<file path="config.mk">
export PLATFORM = sky130hd
export DESIGN_NAME = tl_ul_sram_slave
export DESIGN_NICKNAME = d
export VERILOG_FILES = /design/src/rtl/tl_ul_sram_slave.sv
export SDC_FILE = /design/constraint.sdc
export NUM_CORES = 1
export LEC_CHECK = 0
export ABC_AREA = 0
export BUFFER_PORTS_ARGS = -buffer_cell sky130_fd_sc_hd__clkbuf_2
export CAP_MARGIN = 20
export CORE_ASPECT_RATIO = 1.2
export CORE_UTILIZATION = 44
export CTS_CLUSTER_DIAMETER = 100
export DETAILED_ROUTE_END_ITERATION = 10
export PLACE_DENSITY = 0.68
export SLEW_MARGIN = 0
export SYNTH_ARGS = -nofsm -noshare
export SYNTH_HDL_FRONTEND = slang
export SYNTH_SLANG_ARGS = --single-unit
</file>
<file path="constraint.sdc">
create_clock -name clock -period 4.1 [get_ports clock]
set_input_delay 0.41 -clock clock [delete_from_list [all_inputs] [get_ports clock]]
set_output_delay 0.41 -clock clock [all_outputs]
set_load 0.01 [all_outputs]
</file>
<file path="src/rtl/tl_ul_sram_slave.sv">
// TileLink-UL responder for a single-port synchronous SRAM: decodes A-channel
// Get/Put requests and returns in-order D-channel acks through a response FIFO.
package tilelink_pkg;
  localparam int TL_AW   = 32;
  localparam int TL_DW   = 32;
  localparam int TL_DBW  = TL_DW / 8;
  localparam int TL_SZW  = 2;
  localparam int TL_SRCW = 8;

  typedef enum logic [2:0] {
    PutFullData    = 3'h0,
    PutPartialData = 3'h1,
    ArithmeticData = 3'h2,
    LogicalData    = 3'h3,
    Get            = 3'h4,
    Intent         = 3'h5
  } tl_a_opcode_e;
endpackage

module tl_ul_sram_slave
  import tilelink_pkg::*;
#(
  parameter int MEM_AW    = 10,
  parameter int RSP_DEPTH = 3
) (
  input  logic                 clock,
  input  logic                 reset,
  input  logic                 a_valid,
  input  tl_a_opcode_e         a_opcode,
  input  logic [2:0]           a_param,
  input  logic [TL_SZW-1:0]    a_size,
  input  logic [TL_SRCW-1:0]   a_source,
  input  logic [TL_AW-1:0]     a_address,
  input  logic [TL_DBW-1:0]    a_mask,
  input  logic [TL_DW-1:0]     a_data,
  input  logic                 a_corrupt,
  output logic                 a_ready,
  output logic                 d_valid,
  output logic [2:0]           d_opcode,
  output logic [1:0]           d_param,
  output logic [TL_SZW-1:0]    d_size,
  output logic [TL_SRCW-1:0]   d_source,
  output logic                 d_sink,
  output logic [TL_DW-1:0]     d_data,
  output logic                 d_denied,
  output logic                 d_corrupt,
  input  logic                 d_ready,
  output logic                 mem_req,
  output logic                 mem_we,
  output logic [MEM_AW-1:0]    mem_addr,
  output logic [TL_DW-1:0]     mem_wdata,
  output logic [TL_DBW-1:0]    mem_be,
  input  logic [TL_DW-1:0]     mem_rdata
);

  localparam int OFF = $clog2(TL_DBW);
  localparam int PW  = (RSP_DEPTH > 1) ? $clog2(RSP_DEPTH) : 1;
  localparam int CW  = $clog2(RSP_DEPTH + 1);

  typedef struct packed {
    logic                get;
    logic [TL_SZW-1:0]   size;
    logic [TL_SRCW-1:0]  source;
    logic                err;
    logic [TL_DW-1:0]    data;
  } rsp_t;

  // Both channels use plain valid/ready: a transfer happens on the rising edge
  // where valid && ready; the sender holds its payload stable until then.

  logic               is_get, is_put, err, accept;
  logic               misalign, high_err, mask_err;
  logic [OFF-1:0]     byte_off;
  logic [TL_DBW-1:0]  lane_mask;

  assign byte_off = a_address[OFF-1:0];

  always_comb begin
    is_get    = (a_opcode == Get);
    is_put    = (a_opcode == PutFullData) || (a_opcode == PutPartialData);
    lane_mask = '0;
    for (int i = 0; i < TL_DBW; i++) begin
      lane_mask[i] = (i >= int'(byte_off)) &&
                     (i < int'(byte_off) + (1 << int'(a_size)));
    end
    misalign = (int'(byte_off) & ((1 << int'(a_size)) - 1)) != 0;
    high_err = (a_address >> (OFF + MEM_AW)) != '0;
    mask_err = (a_opcode == PutFullData) && (a_mask != lane_mask);
    err      = !(is_get || is_put) || (a_param != 3'd0) ||
               (int'(a_size) > OFF) || misalign || high_err || mask_err ||
               (is_put && a_corrupt);
  end

  // Errored requests still take a pipeline slot but never touch the SRAM.
  assign accept    = a_valid && a_ready;
  assign mem_req   = accept && !err;
  assign mem_we    = mem_req && is_put;
  assign mem_be    = is_put ? a_mask : '1;
  assign mem_addr  = a_address[OFF+MEM_AW-1:OFF];
  assign mem_wdata = a_data;

  logic               inf_valid, inf_get, inf_err;
  logic [TL_SZW-1:0]  inf_size;
  logic [TL_SRCW-1:0] inf_source;

  always_ff @(posedge clock or posedge reset) begin
    if (reset) begin
      inf_valid  <= 1'b0;
      inf_get    <= 1'b0;
      inf_err    <= 1'b0;
      inf_size   <= '0;
      inf_source <= '0;
    end else begin
      inf_valid <= accept;
      if (accept) begin
        inf_get    <= is_get;
        inf_err    <= err;
        inf_size   <= a_size;
        inf_source <= a_source;
      end
    end
  end

  rsp_t            fifo [RSP_DEPTH];
  rsp_t            push_entry, head;
  logic [PW-1:0]   wr_ptr, rd_ptr;
  logic [CW-1:0]   count;
  logic [CW:0]     occupancy;
  logic            push, pop;

  assign push = inf_valid;
  assign pop  = d_valid && d_ready;

  always_comb begin
    push_entry        = '0;
    push_entry.get    = inf_get;
    push_entry.size   = inf_size;
    push_entry.source = inf_source;
    push_entry.err    = inf_err;
    push_entry.data   = (inf_get && !inf_err) ? mem_rdata : '0;
  end

  always_ff @(posedge clock) begin
    if (push) fifo[wr_ptr] <= push_entry;
  end

  always_ff @(posedge clock or posedge reset) begin
    if (reset) begin
      wr_ptr <= '0;
      rd_ptr <= '0;
      count  <= '0;
    end else begin
      if (push) wr_ptr <= (wr_ptr == PW'(RSP_DEPTH - 1)) ? '0 : wr_ptr + PW'(1);
      if (pop)  rd_ptr <= (rd_ptr == PW'(RSP_DEPTH - 1)) ? '0 : rd_ptr + PW'(1);
      case ({push, pop})
        2'b10:   count <= count + CW'(1);
        2'b01:   count <= count - CW'(1);
        default: count <= count;
      endcase
    end
  end

  // The inflight slot is reserved up front so a push can never overflow.
  assign occupancy = {1'b0, count} + {{CW{1'b0}}, inf_valid};
  assign a_ready   = !reset && (occupancy < (CW+1)'(RSP_DEPTH));

  assign head      = fifo[rd_ptr];
  assign d_valid   = (count != '0);
  assign d_opcode  = {2'b00, d_valid && head.get};
  assign d_param   = 2'b00;
  assign d_sink    = 1'b0;
  assign d_size    = d_valid ? head.size : '0;
  assign d_source  = d_valid ? head.source : '0;
  assign d_data    = d_valid ? head.data : '0;
  assign d_denied  = d_valid && head.err;
  assign d_corrupt = d_valid && head.err && head.get;

endmodule

</file>
After elaboration in Yosys (flattened, before gate mapping)
Memory sizes are Yosys's and may differ from the RTL's.
Index checks and enable logic that the tools add are counted.
W data, S select, Z words.
{ "word_totals": {"ff_bits": 19, "mem_bits_rw": 132, "inputBits": 121, "output_inout_bits": 100, "elab_cells": 76, "memories": 1} }
{ "op_classes": {"addsub": 7, "n_lt_le_gt_ge": 9, "n_eq_ne": 7, "shifts": 1, "muxes": 10, "bitwise_logic": 1, "reduce_logical": 32} }
{ "memory_table": {"columns": ["name", "words", "width", "rd", "rd_clocked_by_memory_dff", "write_ports", "line", "text"], "rows": [
  ["fifo", 3, 44, 1, 0, 1, "124", "rsp_t fifo [RSP_DEPTH];"]
]} }
{ "ops": {"columns": ["cell", "n"], "rows": [
  ["$lt A3 B32 Y1 const A", 2],
  ["$mux W32", 2],
  ["$reduce_bool A32 Y1", 2],
  ["$add A3 B32 Y32", 1],
  ["$and A3 B32 Y32", 1],
  ["$lt A1 B32 Y1 const A", 1],
  ["$lt A2 B32 Y1 const A", 1],
  ["$shl A1 B2 Y32 const A", 1],
  ["$sub A32 B2 Y32 const B", 1],
  ["$logic_and A1 B1 Y1", 14],
  ["$logic_or A1 B1 Y1", 8],
  ["$mux W8", 1],
  ["$add A2 B1 Y2 const B", 3],
  ["$eq A2 B2 Y1 const B", 3],
  ["$mux W2", 3],
  ["$ge A1 B2 Y1 const A", 2],
  ["$logic_not A1 Y1", 4],
  ["$mux W4", 1],
  ["$ne A4 B4 Y1", 1],
  ["$pmux W2 S2", 1],
  ["$reduce_bool A2 Y1", 2],
  ["$add A2 B1 Y3", 1],
  ["$eq A3 B1 Y1 const B", 1],
  ["$eq A3 B3 Y1 const B", 1],
  ["8 further kinds", 9]
]} }

Depth between registers and ports, before layout
{ "logic_depth": {"word_depth": 13, "ltp_mapped": 10, "depth_no_buf": 10} }

Least setup slack after synthesis
No wires, ideal clock.
{ "synth_timing": {"path_type": "in2out", "from": "input a_size[0]", "to": "output mem_we", "arrival_time_ns": 2.499, "required_time_ns": 3.690, "path_slack_ns": 1.191, "path_stages": 10, "cell_sequence": "nor2_1 ha_1 inv_1 fa_1 or4b_4 o2bb2ai_2 nor2_1 a211oi_2 a31oi_1 nor4b_2"} }
{ "synth_between": {"elab_chain_len": 11} }
{ "synth_rtl": {"columns": ["item", "line", "text"], "rows": [
  ["start: declaration", "31", "input logic [TL_SZW-1:0] a_size,"],
  ["$shl A1 B2 Y32", "84, 86", null],
  ["$add A3 B32 Y32 / $sub A32 B2 Y32 (equally long branches)", "84, 86", null],
  ["$lt A1 B32 Y1, or another cell as far along", "84", "(i < int'(byte_off) + (1 << int'(a_size)));"],
  ["$logic_and A1 B1 Y1 / $reduce_bool A32 Y1 (equally long branches)", "83, 86", null],
  ["$ne A4 B4 Y1 / $logic_or A1 B1 Y1 (equally long branches)", "88, 90", null],
  ["$logic_and A1 B1 Y1 / $logic_or A1 B1 Y1 (equally long branches)", "88, 90", null],
  ["$logic_or A1 B1 Y1 * (2 in series)", "90", "(int'(a_size) > OFF) || misalign || high_err || mask_err ||"],
  ["$logic_not A1 Y1 *", "96", "assign mem_req = accept && !err;"],
  ["$logic_and A1 B1 Y1 *", "96", null],
  ["$logic_and A1 B1 Y1 *", "97", "assign mem_we = mem_req && is_put;"],
  ["end: declaration", "49", "output logic mem_we,"]
]} }
Mark *: on every way between the ends. The rest lies on a longest branch, timed or not.

Worst setup path after layout
Same ends and word-level chain as after synthesis.

==> flow_summary.yaml <==
critical_path:
  critPathCaptureType: "output pin"
  crit_fanout: 5
  worstSetupStartpointType: "input port"
  crit_type: "input port to output pin"
  crit_required_ns: 3.69
  arrival_ns: 2.97
  rrSetupSlack_ns: 1.69
route:
  num_vias: 4134
  drt-total-wl_um: 13500
  drt_iter0_markers: 202
  viasPerCell: 4.94
  drc_errors: 0
  ant_nets: 0
  drt-pass1-iter-count: 4
  wl_per_cell_um: 16.1
global_routing:
  antenna_found_initial: 0
  grt_start_max_net_pins: 39
  grt_pass1_vias: 4175
  grt-ovfl-total: 0
  grt_usage_pct: 17.6
  grt_pass1_wl_um: 20700
synthesis:
  synthDominantCellAreaShare_pct: 58.7
  yosysUniqueCellTypes: 39
  yosysWarnings: 0
  ys_seq_elements: 151
  synth.largest_area_cell: "edfxtp_1"
  synthTopCellsByArea: "edfxtp_1 (59%), dfrtp_1 (7.0%), mux2i_1 (6.7%)"
  synth_sequential_area_ratio_pct: 65.8
  synth_edf_count: 132
  synth_cells: 527
  async_flop_share_pct: 12.6
  syn_area_um2: 6750
  avgSynthCellArea_um2: 12.8
  synthFlopType: "edfxtp_1"
final_layout:
  synthToLayoutAreaGrowth_pct: 18.1
  layout_commonest_cell: "edfxtp_1"
  most-common-layout-cells: "edfxtp_1 (132), clkbuf_2 (131), nor2_1 (97)"
  num_antenna_cells: 0
  drive_gt1_share_pct: 30.1
  fin_nets: 747
clock_tree:
  clk_pin_slew_ns: 0.06
  numClockSinks: 151
  clockBufferDepth: 2
  cts_buffers: 17
  cts_htree_levels: 4
  cts-root-buf: "clkbuf_16"
  cts-resized-gates: 0
  postCtsSetupRepairBufs: 0
  cts-hold-fix-buffers: 0
  clk_latency_ns: 0.41
  cts_tree: "built"
outcome:
  status: "finished, final reports clean"
place:
  place_ws_ns: 0.739
  port_buffers: 131
  hpwl_um: 8830
  place.gp.congestion: 0.861
power_and_ir_drop:
  p_clk_share_pct: 30.9
  p_sw_w: 0.00169
  internal_power_w: 0.00367
  p_sw_share_pct: 31.5
  leakage_nw: 3.26
  p_seq_share_pct: 40.3
  ir_worst_vdd_uv: 294
  powerDensity_nw_per_um2: 673
  combPwrFrac_pct: 28.7
floorplanning:
  start_util_pct: 44.9
  fp-row-count: 49
  die_area_um2: 15800
  die_y_um: 138
  die_w_um: 115
  pin_count: 221
  core_area_um2: 15000
timing:
  final_hold_viol_count: 0
  setup_ws_ns: 0.720
  drv_slew: 0
  finClkSkew_ns: 0.00750
  timing.final.crit_share_pct: 82.4
  max_slew.worst_pin.slew_ns: 0.925
  clock.fmax_mhz: 296
  finalSetupViolCount: 0
  relSlewSlack_pct: 38.2
  rsz0062_at_grt: "false"
  setup_tns_ns: 0
  layout_min_cycle_time_ns: 3.38
flow_run:
  cap_violations: 0
hold_path:
  hp-class: "input port to asynchronous set/reset pin"
kinds of logic (layout without fill, tap and decap cells):
family	Yosys count	count (layout)	synth area share, %
compound gates	57	57	4.78
mux	55	55	8.34
simple gates	170	170	11.8
buf+inv	81	182	7.21
flops	151	151	65.8
other cells	1	5	0.0555
xor+xnor	5	5	0.649
fa+ha+maj	7	7	1.41
layer usage:
metal  up-vias  track usage [%]  share of wire (%)
li1       1993                -                  -
met1      1946             18.9                 39
met2       155             31.6                 52
met3        40             5.06                6.2
met4         0             8.51                2.9
met5         -                0                  0
cell type report:
cell class	count	area, um^2
flip-flops and latches	151	4440
fillers	1257	7050
repair buffers	139	728
clock buffers	20	437
clock inverters	12	201
inverters	11	41.3
multi-input cells	299	1870
well taps	204	255
stage by stage:
stage | util [%] | hold slack (ns) | area, um^2 | cells | total power [W]
after global placement | 48.7 | 0.464 | 7310 | 803 | 0.00372
final | 53.1 | 0.124 | 7970 | 836 | 0.00537
after CTS | 53.1 | 0.144 | 7970 | 836 | 0.00543
after floorplan | - | 0.361 | 6770 | 531 | 0.00320
after detailed placement | 48.8 | 0.485 | 7330 | 804 | 0.00377
after global routing | 53.1 | 0.192 | 7970 | 836 | 0.00566
power by group through the flow:
stage	sequential [W]	combinational, W	clock, W
floorplan	0.00207	0.00114	0
global placement	0.00218	0.00154	0
detailed placement	0.00220	0.00157	0
CTS	0.00217	0.00157	0.00169
global route	0.00220	0.00171	0.00175
finish	0.00216	0.00154	0.00166
critical path, stage by stage:
cell       delay (ns)
clkbuf_2         0.13
nor2_1           0.17
ha_1             0.19
inv_1            0.06
fa_1             0.42
or4b_4           0.55
o2bb2ai_2        0.18
a22oi_1          0.12
xnor2_1          0.21
a31oi_1          0.14
nor4b_2          0.22
clkbuf_2         0.17
Yosys cell counts (5+ instances only):
library cell and count:
a21oi_1 44, nor4_1 6, mux2i_1 45, buf_4 47, and2_1 33, nor2_1 100
buf_2 5, mux2_2 10, dfrtp_1 19, inv_1 11, edfxtp_1 132, ha_1 6
or3_1 5, nand2_1 12, clkbuf_1 15
state kept, by name, summed over array words and instances, names as in the netlist:
register    cells
count           2
fifo          132
inf_err         1
inf_get         1
inf_size        2
inf_source      8
inf_valid       1
rd_ptr          2
wr_ptr          2
worst paths after layout:
check	from	to	cells past startpoint
setup / recovery	a_size[0]	mem_we	12
hold / removal	reset	inf_err	2
setup reg to reg	count[0]	inf_source[1]	6
hold reg to reg	inf_source[2]	fifo[2][35]	0
max in group asynchronous	reset	rd_ptr[1]	2
min in group clock	a_source[2]	inf_source[2]	2
Power figures use the tool's default switching activity.
